File: config.mk
export PLATFORM = sky130hd
export DESIGN_NAME = sancus_dma_controller_flat
export DESIGN_NICKNAME = d
export VERILOG_FILES = /design/src/rtl/sancus_dma_controller_if.sv /design/src/rtl/sancus_dma_controller.sv /design/src/flat_wrapper.sv
export SDC_FILE = /design/constraint.sdc
export NUM_CORES = 1
export LEC_CHECK = 0
export ABC_AREA = 1
export BUFFER_PORTS_ARGS = -buffer_cell sky130_fd_sc_hd__buf_2
export CORE_MARGIN = 5
export CORE_UTILIZATION = 55
export CTS_CLUSTER_SIZE = 25
export DETAILED_ROUTE_END_ITERATION = 6
export PLACE_DENSITY = 0.82
export SLEW_MARGIN = 10
export SYNTH_ARGS = -nofsm -noshare
export SYNTH_HDL_FRONTEND = slang
export SYNTH_SLANG_ARGS = --single-unit
File: constraint.sdc
create_clock -name i_clk -period 5.7 [get_ports i_clk]
set_input_delay 0.57 -clock i_clk [delete_from_list [all_inputs] [get_ports i_clk]]
set_output_delay 0.57 -clock i_clk [all_outputs]
set_load 0.05 [all_outputs]
File: src/rtl/sancus_dma_controller_if.sv
// Bus bundle between the DMA peripheral / data memory and the DMA engine.
// The master modport is the engine's view; slave is the peripheral and memory side.
interface sancus_dma_controller_if;
  logic        dma_rqst;
  logic        dma_rd_wr;
  logic [15:0] dma_start_address;
  logic [15:0] dma_num_words;
  logic        dev_ack;
  logic [15:0] dev_out;
  logic [15:0] dev_in;
  logic        dma_ack;
  logic        dma_end_flag;
  logic        dma_error_flag;
  logic [14:0] dma_addr;
  logic [15:0] dma_din;
  logic        dma_en;
  logic [1:0]  dma_we;
  logic        dma_priority;
  logic [15:0] dma_dout;
  logic        dma_ready;
  logic        dma_resp;

  modport master (
    input  dma_rqst, dma_rd_wr, dma_start_address, dma_num_words, dev_ack, dev_out,
           dma_dout, dma_ready, dma_resp,
    output dev_in, dma_ack, dma_end_flag, dma_error_flag, dma_addr, dma_din, dma_en,
           dma_we, dma_priority
  );

  modport slave (
    output dma_rqst, dma_rd_wr, dma_start_address, dma_num_words, dev_ack, dev_out,
           dma_dout, dma_ready, dma_resp,
    input  dev_in, dma_ack, dma_end_flag, dma_error_flag, dma_addr, dma_din, dma_en,
           dma_we, dma_priority
  );
endinterface

File: src/rtl/sancus_dma_controller.sv
// Memory-side DMA engine: moves 16-bit words between the DMA peripheral and data memory
// through the CPU DMA port, one handshaked word at a time, with error and timeout reporting.
module sancus_dma_controller #(
  parameter int unsigned READ_LAT = 1,
  parameter int unsigned MAX_WAIT = 16'hFFFF
) (
  input logic                    i_clk,
  input logic                    i_reset,
  sancus_dma_controller_if.master io_bus
);

  typedef enum logic [3:0] {
    StIdle,
    StWaitDev,
    StWrMem,
    StRdMem,
    StRdData,
    StWaitAcc,
    StDone,
    StErr,
    StHold
  } state_e;

  localparam logic [15:0] WaitLimit = 16'(MAX_WAIT);
  localparam logic [1:0]  LatLast   = 2'(READ_LAT - 1);

  state_e      r_state;
  logic [14:0] r_addr;
  logic [15:0] r_cnt;
  logic        r_dir;
  logic [15:0] r_wait;
  logic [1:0]  r_lat;
  logic        r_en;
  logic [1:0]  r_we;
  logic [15:0] r_din;
  logic [15:0] r_dev_in;
  logic        r_ack;
  logic        r_end;
  logic        r_err;

  logic w_timeout;
  logic w_last;
  logic w_unused_addr0;

  // Byte address bit 0 carries no information for word transfers.
  assign w_unused_addr0 = io_bus.dma_start_address[0];
  assign w_timeout      = (r_wait + 16'd1) == WaitLimit;
  assign w_last         = r_cnt == 16'd1;

  always_ff @(posedge i_clk) begin
    if (i_reset) begin
      r_state  <= StIdle;
      r_addr   <= '0;
      r_cnt    <= '0;
      r_dir    <= 1'b0;
      r_wait   <= '0;
      r_lat    <= '0;
      r_en     <= 1'b0;
      r_we     <= 2'b00;
      r_din    <= '0;
      r_dev_in <= '0;
      r_ack    <= 1'b0;
      r_end    <= 1'b0;
      r_err    <= 1'b0;
    end else begin
      r_ack  <= 1'b0;
      r_end  <= 1'b0;
      r_err  <= 1'b0;
      // The wait counter only survives a cycle in which a waiting state holds.
      r_wait <= '0;
      unique case (r_state)
        StIdle: begin
          if (io_bus.dma_rqst) begin
            r_addr <= io_bus.dma_start_address[15:1];
            r_cnt  <= io_bus.dma_num_words;
            r_dir  <= io_bus.dma_rd_wr;
            if (io_bus.dma_num_words == 16'd0) begin
              r_state <= StDone;
            end else if (io_bus.dma_rd_wr) begin
              r_en    <= 1'b1;
              r_we    <= 2'b00;
              r_state <= StRdMem;
            end else begin
              r_state <= StWaitDev;
            end
          end
        end

        StWaitDev: begin
          if (!io_bus.dma_rqst) begin
            r_state <= StIdle;
          end else if (io_bus.dev_ack) begin
            r_din   <= io_bus.dev_out;
            r_en    <= 1'b1;
            r_we    <= 2'b11;
            r_state <= StWrMem;
          end else if (w_timeout) begin
            r_state <= StErr;
          end else begin
            r_wait <= r_wait + 16'd1;
          end
        end

        StWrMem: begin
          if (!io_bus.dma_rqst) begin
            r_en    <= 1'b0;
            r_we    <= 2'b00;
            r_state <= StIdle;
          end else if (io_bus.dma_ready) begin
            r_en <= 1'b0;
            r_we <= 2'b00;
            if (io_bus.dma_resp) begin
              r_state <= StErr;
            end else begin
              r_ack  <= 1'b1;
              r_addr <= r_addr + 15'd1;
              r_cnt  <= r_cnt - 16'd1;
              if (w_last) begin
                r_state <= StDone;
              end else if (r_dir) begin
                r_en    <= 1'b1;
                r_state <= StRdMem;
              end else begin
                r_state <= StWaitDev;
              end
            end
          end else if (w_timeout) begin
            r_en    <= 1'b0;
            r_we    <= 2'b00;
            r_state <= StErr;
          end else begin
            r_wait <= r_wait + 16'd1;
          end
        end

        StRdMem: begin
          if (!io_bus.dma_rqst) begin
            r_en    <= 1'b0;
            r_state <= StIdle;
          end else if (io_bus.dma_ready) begin
            r_en <= 1'b0;
            if (io_bus.dma_resp) begin
              r_state <= StErr;
            end else begin
              r_lat   <= '0;
              r_state <= StRdData;
            end
          end else if (w_timeout) begin
            r_en    <= 1'b0;
            r_state <= StErr;
          end else begin
            r_wait <= r_wait + 16'd1;
          end
        end

        StRdData: begin
          if (!io_bus.dma_rqst) begin
            r_state <= StIdle;
          end else if (r_lat == LatLast) begin
            r_dev_in <= io_bus.dma_dout;
            r_state  <= StWaitAcc;
          end else begin
            r_lat <= r_lat + 2'd1;
          end
        end

        StWaitAcc: begin
          if (!io_bus.dma_rqst) begin
            r_state <= StIdle;
          end else if (io_bus.dev_ack) begin
            r_ack  <= 1'b1;
            r_addr <= r_addr + 15'd1;
            r_cnt  <= r_cnt - 16'd1;
            if (w_last) begin
              r_state <= StDone;
            end else if (r_dir) begin
              r_en    <= 1'b1;
              r_we    <= 2'b00;
              r_state <= StRdMem;
            end else begin
              r_state <= StWaitDev;
            end
          end else if (w_timeout) begin
            r_state <= StErr;
          end else begin
            r_wait <= r_wait + 16'd1;
          end
        end

        StDone: begin
          r_end   <= 1'b1;
          r_state <= StHold;
        end

        StErr: begin
          r_err   <= 1'b1;
          r_state <= StHold;
        end

        StHold: begin
          // A request left high after completion must not start a second transfer.
          if (!io_bus.dma_rqst) begin
            r_state <= StIdle;
          end
        end

        default: begin
          r_en    <= 1'b0;
          r_we    <= 2'b00;
          r_state <= StIdle;
        end
      endcase
    end
  end

  assign io_bus.dev_in         = r_dev_in;
  assign io_bus.dma_ack        = r_ack;
  assign io_bus.dma_end_flag   = r_end;
  assign io_bus.dma_error_flag = r_err;
  assign io_bus.dma_addr       = r_addr;
  assign io_bus.dma_din        = r_din;
  assign io_bus.dma_en         = r_en;
  assign io_bus.dma_we         = r_we;
  assign io_bus.dma_priority   = 1'b0;

endmodule

File: src/flat_wrapper.sv
// flat-port wrapper written by rule: the top's interface ports become plain ports
module sancus_dma_controller_flat 
#(
  parameter int unsigned READ_LAT = 1,
  parameter int unsigned MAX_WAIT = 16'hFFFF
)
  (i_clk, i_reset, io_bus_dma_rqst, io_bus_dma_rd_wr, io_bus_dma_start_address, io_bus_dma_num_words, io_bus_dev_ack, io_bus_dev_out, io_bus_dma_dout, io_bus_dma_ready, io_bus_dma_resp, io_bus_dev_in, io_bus_dma_ack, io_bus_dma_end_flag, io_bus_dma_error_flag, io_bus_dma_addr, io_bus_dma_din, io_bus_dma_en, io_bus_dma_we, io_bus_dma_priority);
  sancus_dma_controller_if io_bus_i ();
  input logic i_clk;
  input logic i_reset;
  input wire logic [$bits(io_bus_i.dma_rqst)-1:0] io_bus_dma_rqst;
  input wire logic [$bits(io_bus_i.dma_rd_wr)-1:0] io_bus_dma_rd_wr;
  input wire logic [$bits(io_bus_i.dma_start_address)-1:0] io_bus_dma_start_address;
  input wire logic [$bits(io_bus_i.dma_num_words)-1:0] io_bus_dma_num_words;
  input wire logic [$bits(io_bus_i.dev_ack)-1:0] io_bus_dev_ack;
  input wire logic [$bits(io_bus_i.dev_out)-1:0] io_bus_dev_out;
  input wire logic [$bits(io_bus_i.dma_dout)-1:0] io_bus_dma_dout;
  input wire logic [$bits(io_bus_i.dma_ready)-1:0] io_bus_dma_ready;
  input wire logic [$bits(io_bus_i.dma_resp)-1:0] io_bus_dma_resp;
  output wire logic [$bits(io_bus_i.dev_in)-1:0] io_bus_dev_in;
  output wire logic [$bits(io_bus_i.dma_ack)-1:0] io_bus_dma_ack;
  output wire logic [$bits(io_bus_i.dma_end_flag)-1:0] io_bus_dma_end_flag;
  output wire logic [$bits(io_bus_i.dma_error_flag)-1:0] io_bus_dma_error_flag;
  output wire logic [$bits(io_bus_i.dma_addr)-1:0] io_bus_dma_addr;
  output wire logic [$bits(io_bus_i.dma_din)-1:0] io_bus_dma_din;
  output wire logic [$bits(io_bus_i.dma_en)-1:0] io_bus_dma_en;
  output wire logic [$bits(io_bus_i.dma_we)-1:0] io_bus_dma_we;
  output wire logic [$bits(io_bus_i.dma_priority)-1:0] io_bus_dma_priority;
  assign io_bus_i.dma_rqst = io_bus_dma_rqst;
  assign io_bus_i.dma_rd_wr = io_bus_dma_rd_wr;
  assign io_bus_i.dma_start_address = io_bus_dma_start_address;
  assign io_bus_i.dma_num_words = io_bus_dma_num_words;
  assign io_bus_i.dev_ack = io_bus_dev_ack;
  assign io_bus_i.dev_out = io_bus_dev_out;
  assign io_bus_i.dma_dout = io_bus_dma_dout;
  assign io_bus_i.dma_ready = io_bus_dma_ready;
  assign io_bus_i.dma_resp = io_bus_dma_resp;
  assign io_bus_dev_in = io_bus_i.dev_in;
  assign io_bus_dma_ack = io_bus_i.dma_ack;
  assign io_bus_dma_end_flag = io_bus_i.dma_end_flag;
  assign io_bus_dma_error_flag = io_bus_i.dma_error_flag;
  assign io_bus_dma_addr = io_bus_i.dma_addr;
  assign io_bus_dma_din = io_bus_i.dma_din;
  assign io_bus_dma_en = io_bus_i.dma_en;
  assign io_bus_dma_we = io_bus_i.dma_we;
  assign io_bus_dma_priority = io_bus_i.dma_priority;
  sancus_dma_controller #(.READ_LAT(READ_LAT), .MAX_WAIT(MAX_WAIT)) u_core (.i_clk(i_clk), .i_reset(i_reset), .io_bus(io_bus_i));
endmodule
==> metrics.md, run 1 <==
| Metric | Value |
|---|---|
| Status | `complete, no violations` |
| Ys async rst share | `0%` |
| Inst Count DP | `913` |
| Area of the core | `~8700 um2` |
| Port Buffers | `122` |
| Grt total ovfl | `0` |
| Die width | `104 um` |
| Worst path cell trace | `nor2_2, nand2_1, nor2_2, nor2_4, inv_6, nand2_2, nand2_2, nand3_4, inv_2, o21ai_0, a21oi_1, a21oi_1, nor2_1` |
| Design area | `roughly 5700 um2` |
| Post-CTS Resized | `0` |
| DRC errors left | `0` |
| Post-CTS Setup Bufs | `0` |
| Worst reg-to-reg setup slack | `2.72 ns` |
| CTS H-Tree Depth | `3` |
| M3 GR Usage | `3.85%` |
| Placed Area | `5470 um2` |
| Vias | `4,908` |
| Worst Hold Class | `reg2reg` |
| Most frequent cell after synthesis | `nand2_1` |
| Standard-cell rows | `34` |
| CP Capture Type | `flop` |
| Clk Tree Root Cell | `clkbuf_8` |
| Detail Placement HPWL | `between 8000 and 9000 um` |
| Gr usage total | `21.3%` |
| Met2 Use GR | `37.0%` |
| Antenna diode count | `0` |
| Number of synthesized register bits | `roughly 90` |
| Vias per inst | `5.28` |
| Synth Instances | `713` |
| Synth cell types | `51` |
| Mean area per synthesized cell | `6.88 um2` |
| First-pass GRT wire length | `20,200 um` |
| Fillers | `754` |
| Initial antenna violation count | `0` |
| DR pass1 iterations | `4` |
| Layout cells sized above 1 | `a little over a fifth` |
| Worst EP required | `about 5.9 ns` |
| Final Total Pwr | `0.00163 W` |
| Top cell type's share of synthesized area | `37.2%` |
| Largest net degree at the start of global routing | `51` |
| Critical Path AT | `3.22 ns` |
| Worst skew pair latency | `about 0.35 ns` |
| Main flop type after synthesis | `dfxtp_1` |
| Final hold violation count | `0` |
| Final non-filler cell total | `929` |
| Area of the multi-input gates | `2550 um2` |
| Area contributors post-synth | `dfxtp_1 37%, nand2_1 10%, a21oi_1 7.5%` |
| Period utilisation layout | `roughly 52%` |
| CP top delay family | `simple AND/OR/NAND/NOR gates` |
| Hold Buf Count CTS | `0` |
| Pleak | `2.44 nW` |
| Fmax achieved | `335 MHz` |
| Nets | `a little under 900` |
| Clk_skew | `about 0.010 ns` |
| Most used routing layer | `met2` |
| Reg area | `1820 um2` |
| Total CTS buffers | `9` |
| Final Setup Violations | `0` |
| Ports | `between 100 and 150` |
| Antenna viol nets, final | `0` |
| P&R area growth vs syn | `15.7%` |
| CTS tree | `built` |
| Number of flops mapped to enable cells by yosys | `0` |
| Synth area leader | `dfxtp_1` |
| CTS clk-pin slew, worst paths | `0.10 ns` |
| WS Path Type | `reg2reg` |
| Yosys warns | `0` |
| Die Y | `between 100 and 150 um` |
| RSZ-0062 raised after global routing | `no` |
| Placement Setup Slack | `roughly 2.8 ns` |
| Fin crit period | `2.98 ns` |
| CP max FO | `37` |
| Max-slew violations | `0` |
| Placer Congestion | `between 0.9 and 1` |
| Setup ws final | `approximately 2.7 ns` |
| Iteration-0 DRC count of the detailed router | `228` |
| Sequential cell area fraction in the yosys report | `approximately 37%` |
| Power density cells | `287 nW/um2` |
| Routed WL | `11,800 um` |
| Max-cap viol count | `0` |
| Clock buffer depth | `2` |
| Biggest cell delay along the critical path | `between 0.6 and 0.7 ns` |
| Critical path startpoint category | `flop` |
| CP Buf/Inv Count | `2` |
| Top cells by count, synth | `135 x nand2_1, 91 x dfxtp_1, 91 x nor2_1, 83 x inv_1, 73 x a21oi_1` |
| Measured slew at the worst slew-check pin | `around 1.0 ns` |
| Synth Net Count | `790` |
| Vias in the first global route | `4,758` |
| Drt wl/cell | `approximately 13 um` |
| Met1 Use GR | `about a quarter` |
| Die area | `approximately 11,000 um2` |
| Accumulated negative setup slack | `0 ns` |
| Rel. slew slack | `31.7%` |
| Highest-delay cell along the critical path | `nor2_4` |
| Mapped Area | `between 4000 and 5000 um2` |
| Max IR drop VDD | `144 uV` |
| Clk sinks | `91` |
| Initial Util | `56.2%` |
worst reg2reg max path, cell delays in order, from the launching register on:
cell     delay [ns]
dfxtp_1        0.43
nor2_2         0.07
nand2_1        0.13
nor2_2         0.10
nor2_4         0.65
inv_6          0.26
nand2_2        0.14
nand2_2        0.07
nand3_4        0.26
inv_2          0.34
o21ai_0        0.18
a21oi_1        0.06
a21oi_1        0.12
nor2_1         0.05
final cells by class:
class / count / share of cell area, %
multi-input combinational: 501 / 45.0
sequential: 91 / 32.1
timing repair buffer: 123 / 10.9
inverter: 90 / 6.04
tap: 108 / 2.38
clock buffer: 9 / 2.18
clock inverter: 7 / 1.35
final timing paths:
check | startpoint | endpoint | cells after the start
min reg2reg | u_core.io_bus.dma_din[15]$_SDFFE_PP0P_ | u_core.io_bus.dma_din[15]$_SDFFE_PP0P_ | 2
max | u_core.r_state[3]$_SDFFE_PP0P_ | u_core.io_bus.dma_addr[9]$_SDFFE_PP0P_ | 13
min | u_core.io_bus.dma_din[15]$_SDFFE_PP0P_ | u_core.io_bus.dma_din[15]$_SDFFE_PP0P_ | 2
max reg2reg | u_core.r_state[3]$_SDFFE_PP0P_ | u_core.io_bus.dma_addr[9]$_SDFFE_PP0P_ | 13
registers in the layout, indices dropped and copies added, names as in the netlist:
name	cells
u_core.r_lat	2
u_core.io_bus.dma_din	16
u_core.io_bus.dma_we	1
u_core.r_wait	16
u_core.r_state	4
u_core.io_bus.dev_in	16
u_core.io_bus.dma_addr	15
u_core.r_dir	1
u_core.io_bus.dma_error_flag	1
u_core.r_cnt	16
u_core.io_bus.dma_end_flag	1
u_core.io_bus.dma_en	1
u_core.io_bus.dma_ack	1
where the power goes:
part / total [W] / switching [W] / internal, W
sequential: 0.000725 / 0.0000427 / 0.000682
combinational: 0.000462 / 0.000325 / 0.000136
clock: 0.000443 / 0.000237 / 0.000206
total: 0.00163 / 0.000605 / 0.00102
logic make-up after synthesis:
group	count (synthesis)	synth area share (%)
DFF	91	37.2
other	1	0.0765
buffers and inverters	121	10.8
and+or+nand+nor	312	28.0
AOI/OAI and AO/OA	167	19.8
adders and majority gates	6	1.53
xor gates and xnor gates	15	2.68
layout by cell type, fill, tap and decap left out, drive strengths merged, types with 3 or more instances in the layout:
cell      n
o21ai    62
clkbuf    9
inv      90
o31ai     3
nand3    38
a31oi     6
clkinv    4
nor3     11
nor2    101
nand2   142
xnor2     6
ha        6
buf     123
nand3b    4
o211ai    4
dfxtp    91
nand4    10
a211oi    6
a221oi    5
nor4      3
xor2      9
a21oi    74
metal layers:
layer | wire length (um) | up-vias | share of wire [%]
li1 | - | 2529 | -
met1 | 5020 | 2216 | 43
met2 | 5870 | 140 | 50
met3 | 649 | 23 | 5.5
met4 | 237 | 0 | 2.0
met5 | 0 | - | 0
through the flow:
step / util [%] / hold WS (ns)
final: 65.0 / 0.445
after global routing: 65.0 / 0.459
after CTS: 65.0 / 0.446
after detailed placement: 62.7 / 0.436
after global placement: 62.7 / 0.430
after floorplan: - / 0.430
(Power assumes the default switching activity.)
==> inputs of run 2 (changes only) <==
--- a/config.mk
+++ b/config.mk
@@ -8,10 +8,10 @@
 export ABC_AREA = 1
 export BUFFER_PORTS_ARGS = -buffer_cell sky130_fd_sc_hd__buf_2
 export CORE_MARGIN = 5
-export CORE_UTILIZATION = 55
+export CORE_UTILIZATION = 54
 export CTS_CLUSTER_SIZE = 25
 export DETAILED_ROUTE_END_ITERATION = 6
-export PLACE_DENSITY = 0.82
+export PLACE_DENSITY = 0.81
 export SLEW_MARGIN = 10
 export SYNTH_ARGS = -nofsm -noshare
 export SYNTH_HDL_FRONTEND = slang
==> constraint.sdc (replaced) <==
create_clock -name i_clk -period 2.83 [get_ports i_clk]
set_input_delay 0.283 -clock i_clk [delete_from_list [all_inputs] [get_ports i_clk]]
set_output_delay 0.283 -clock i_clk [all_outputs]
set_load 0.05 [all_outputs]
==> run 2 against run 1 <==
Routed wire length up 2.5%; non-clock buffer count up 5; final cell count up 0.54%; clock power up 120%; global-route usage up 0.19 points; flip-flop and latch count unchanged; combinational power up 100%; clock skew down 0.0034 ns; worst hold slack worse by 0.29 ns; core utilization about the same; critical path type unchanged; critical endpoint is now u_core.r_cnt[11]$_SDFFE_PP0P_; largest power group unchanged.
==> metrics.md, run 2 (same netlist as run 1, synthesis figures left out) <==
| Metric | Value |
|---|---|
| P&R area growth vs syn | `16.8%` |
| Setup crit start | `u_core.r_state[3]$_SDFFE_PP0P_` |
| Worst skew pair latency | `0.36 ns (about the same)` |
| Vias in the first global route | `4,648 (-2.3%)` |
| Die area | `11,100 um2 (+1.7%)` |
| Ports | `125 (unchanged)` |
| R2R cell count | `12 (-1)` |
| Antenna viol nets, final | `0 (unchanged)` |
| Area of the core | `8810 um2 (+0.98%)` |
| Most common cell after layout, fill and taps aside | `nand2_1` |
| DR pass1 iterations | `5 (+1)` |
| CTS H-Tree Depth | `3 (unchanged)` |
| Iteration-0 DRC count of the detailed router | `311 (+36%)` |
| Sequential share of power | `43.3% (-1.2 points)` |
| R2r startpoint | `u_core.r_state[3]$_SDFFE_PP0P_` |
| Gate power share | `27.9% (-0.4 points)` |
| WHS Path Cells | `3 (+1)` |
| Period utilisation layout | `85.3% (+33 points)` |
| Critical path startpoint category | `flop` |
| Power density cells | `588 nW/um2 (+100%)` |
| Fmax achieved | `414 MHz (+24%)` |
| Total CTS buffers | `9 (unchanged)` |
| Standard-cell rows | `34 (unchanged)` |
| Final Total Pwr | `0.00337 W (+110%)` |
| Status | `complete, no violations` |
| Hold Buf Count CTS | `0 (unchanged)` |
| Setup ws final | `0.417 ns (-2.30 ns)` |
| RSZ-0062 raised after global routing | `no` |
| Accumulated negative setup slack | `0 ns (unchanged)` |
| First-pass GRT wire length | `20,400 um (+1.0%)` |
| Largest net degree at the start of global routing | `51 (unchanged)` |
| Measured slew at the worst slew-check pin | `0.777 ns (-0.245 ns)` |
| Vias per inst | `5.36 (+1.5%)` |
| Clk_skew | `0.00693 ns (-0.00343 ns)` |
| Placer Congestion | `0.904 (-4.0%)` |
| CTS clk-pin slew, worst paths | `0.09 ns (about the same)` |
| Clock buffer depth | `2 (unchanged)` |
| Pleak | `2.47 nW (+1.2%)` |
| Layout cells sized above 1 | `21.7% (+0.36 points)` |
| Rel. slew slack | `48.1% (+16 points)` |
| Post-CTS Setup Bufs | `0 (unchanged)` |
| Most frequent cells in the layout | `135 x nand2_1, 122 x buf_2, 91 x nor2_1, 91 x dfxtp_1, 83 x inv_1` |
| Clock power frac | `28.8% (+1.6 points)` |
| Gr usage total | `21.5% (+0.19 points)` |
| Max-slew violations | `0 (unchanged)` |
| WS Path Type | `reg2reg` |
| Post-CTS Resized | `0 (unchanged)` |
| Final hold violation count | `0 (unchanged)` |
| Max IR drop VDD | `303 uV (+110%)` |
| Vias | `5,006 (+2.0%)` |
| DRC errors left | `0 (unchanged)` |
| Initial Util | `55.7% (-0.54 points)` |
| Fin crit period | `2.41 ns (-0.570 ns)` |
| Hold path start | `io_bus_dma_start_address[1]` |
| CP Capture Type | `flop` |
| Antenna diode count | `0 (unchanged)` |
| Max-cap viol count | `0 (unchanged)` |
| Initial antenna violation count | `0 (unchanged)` |
| Drt wl/cell | `12.9 um (+2.0%)` |
| Clk Tree Root Cell | `clkbuf_8` |
| CP max FO | `37 (unchanged)` |
| Critical Path AT | `2.64 ns (-0.58 ns)` |
| Worst Hold Class | `in2reg` |
| Final Setup Violations | `0 (unchanged)` |
| Nets | `898 (+0.56%)` |
| Routed WL | `12,100 um (+2.5%)` |
| Detail Placement HPWL | `8900 um (+3.2%)` |
| Die Y | `105 um (+0.83%)` |
| Switching pwr | `0.00121 W (+100%)` |
| Grt total ovfl | `0 (unchanged)` |
| Placement Setup Slack | `0.426 ns (-2.36 ns)` |
| Int Power | `0.00216 W (+110%)` |
| Switch share | `36.0% (-1.1 points)` |
| CTS tree | `built` |
| Clk sinks | `91 (unchanged)` |
| Worst EP required | `3.05 ns (-2.88 ns)` |
| Die width | `105 um (+0.83%)` |
| Port Buffers | `122 (unchanged)` |
-- run 2: final cells by class --
cell class	count	area, um2
fillers	809	3080
well taps	108	135
flip-flops and latches	91	1820
clock buffers	10	128
clock inverters	6	88.8
multi-input cells	501	2550
inverters	90	343
repair buffers	128	656
-- run 2: power by group through the flow --
stage	Clock, W	Combinational, W	Sequential [W]
2_1_floorplan	0	0.000559	0.00166
3_3_place_gp	0	0.000910	0.00148
3_5_place_dp	0	0.000934	0.00149
4_1_cts	0.000990	0.000937	0.00146
5_1_grt	0.00104	0.00104	0.00147
6_report	0.000970	0.000939	0.00146
-- run 2: routing by layer --
layer,part of all wire (%),GRT usage [%],up-vias
met5,0,0,-
met4,1.6,7.50,0
met1,44,28.0,2245
li1,-,-,2543
met2,46,35.6,196
met3,8.0,4.10,22
-- run 2: worst max-delay path: stages, from the launching register on --
cell and delay (ns):
dfxtp_1 0.37, nor2_2 0.15, nand2_1 0.12, nor2_2 0.25, nor2_4 0.09, inv_6 0.22
nand2_2 0.10, nand2_2 0.09, nand3_4 0.07, inv_2 0.43, nand2_1 0.15, o21ai_1 0.16
a21oi_1 0.07
-- run 2: final timing paths --
| path | slack (ns) | endpoint |
|---|---|---|
| min | 0.15 | u_core.io_bus.dma_addr[0]$_SDFFE_PP0P_ |
| max | 0.42 | u_core.r_cnt[11]$_SDFFE_PP0P_ |
| min reg2reg | 0.44 | u_core.io_bus.dma_din[14]$_SDFFE_PP0P_ |
| max reg2reg | 0.42 | u_core.r_cnt[11]$_SDFFE_PP0P_ |
-- run 2: through the flow --
step	hold slack [ns]	util [%]	instance area, um2	cells
floorplan	0.427	-	4900	713
global route	0.183	65.0	5730	934
CTS	0.146	65.0	5730	934
detailed placement	0.436	62.6	5510	918
finish	0.153	65.0	5730	934
global placement	0.430	62.6	5510	918
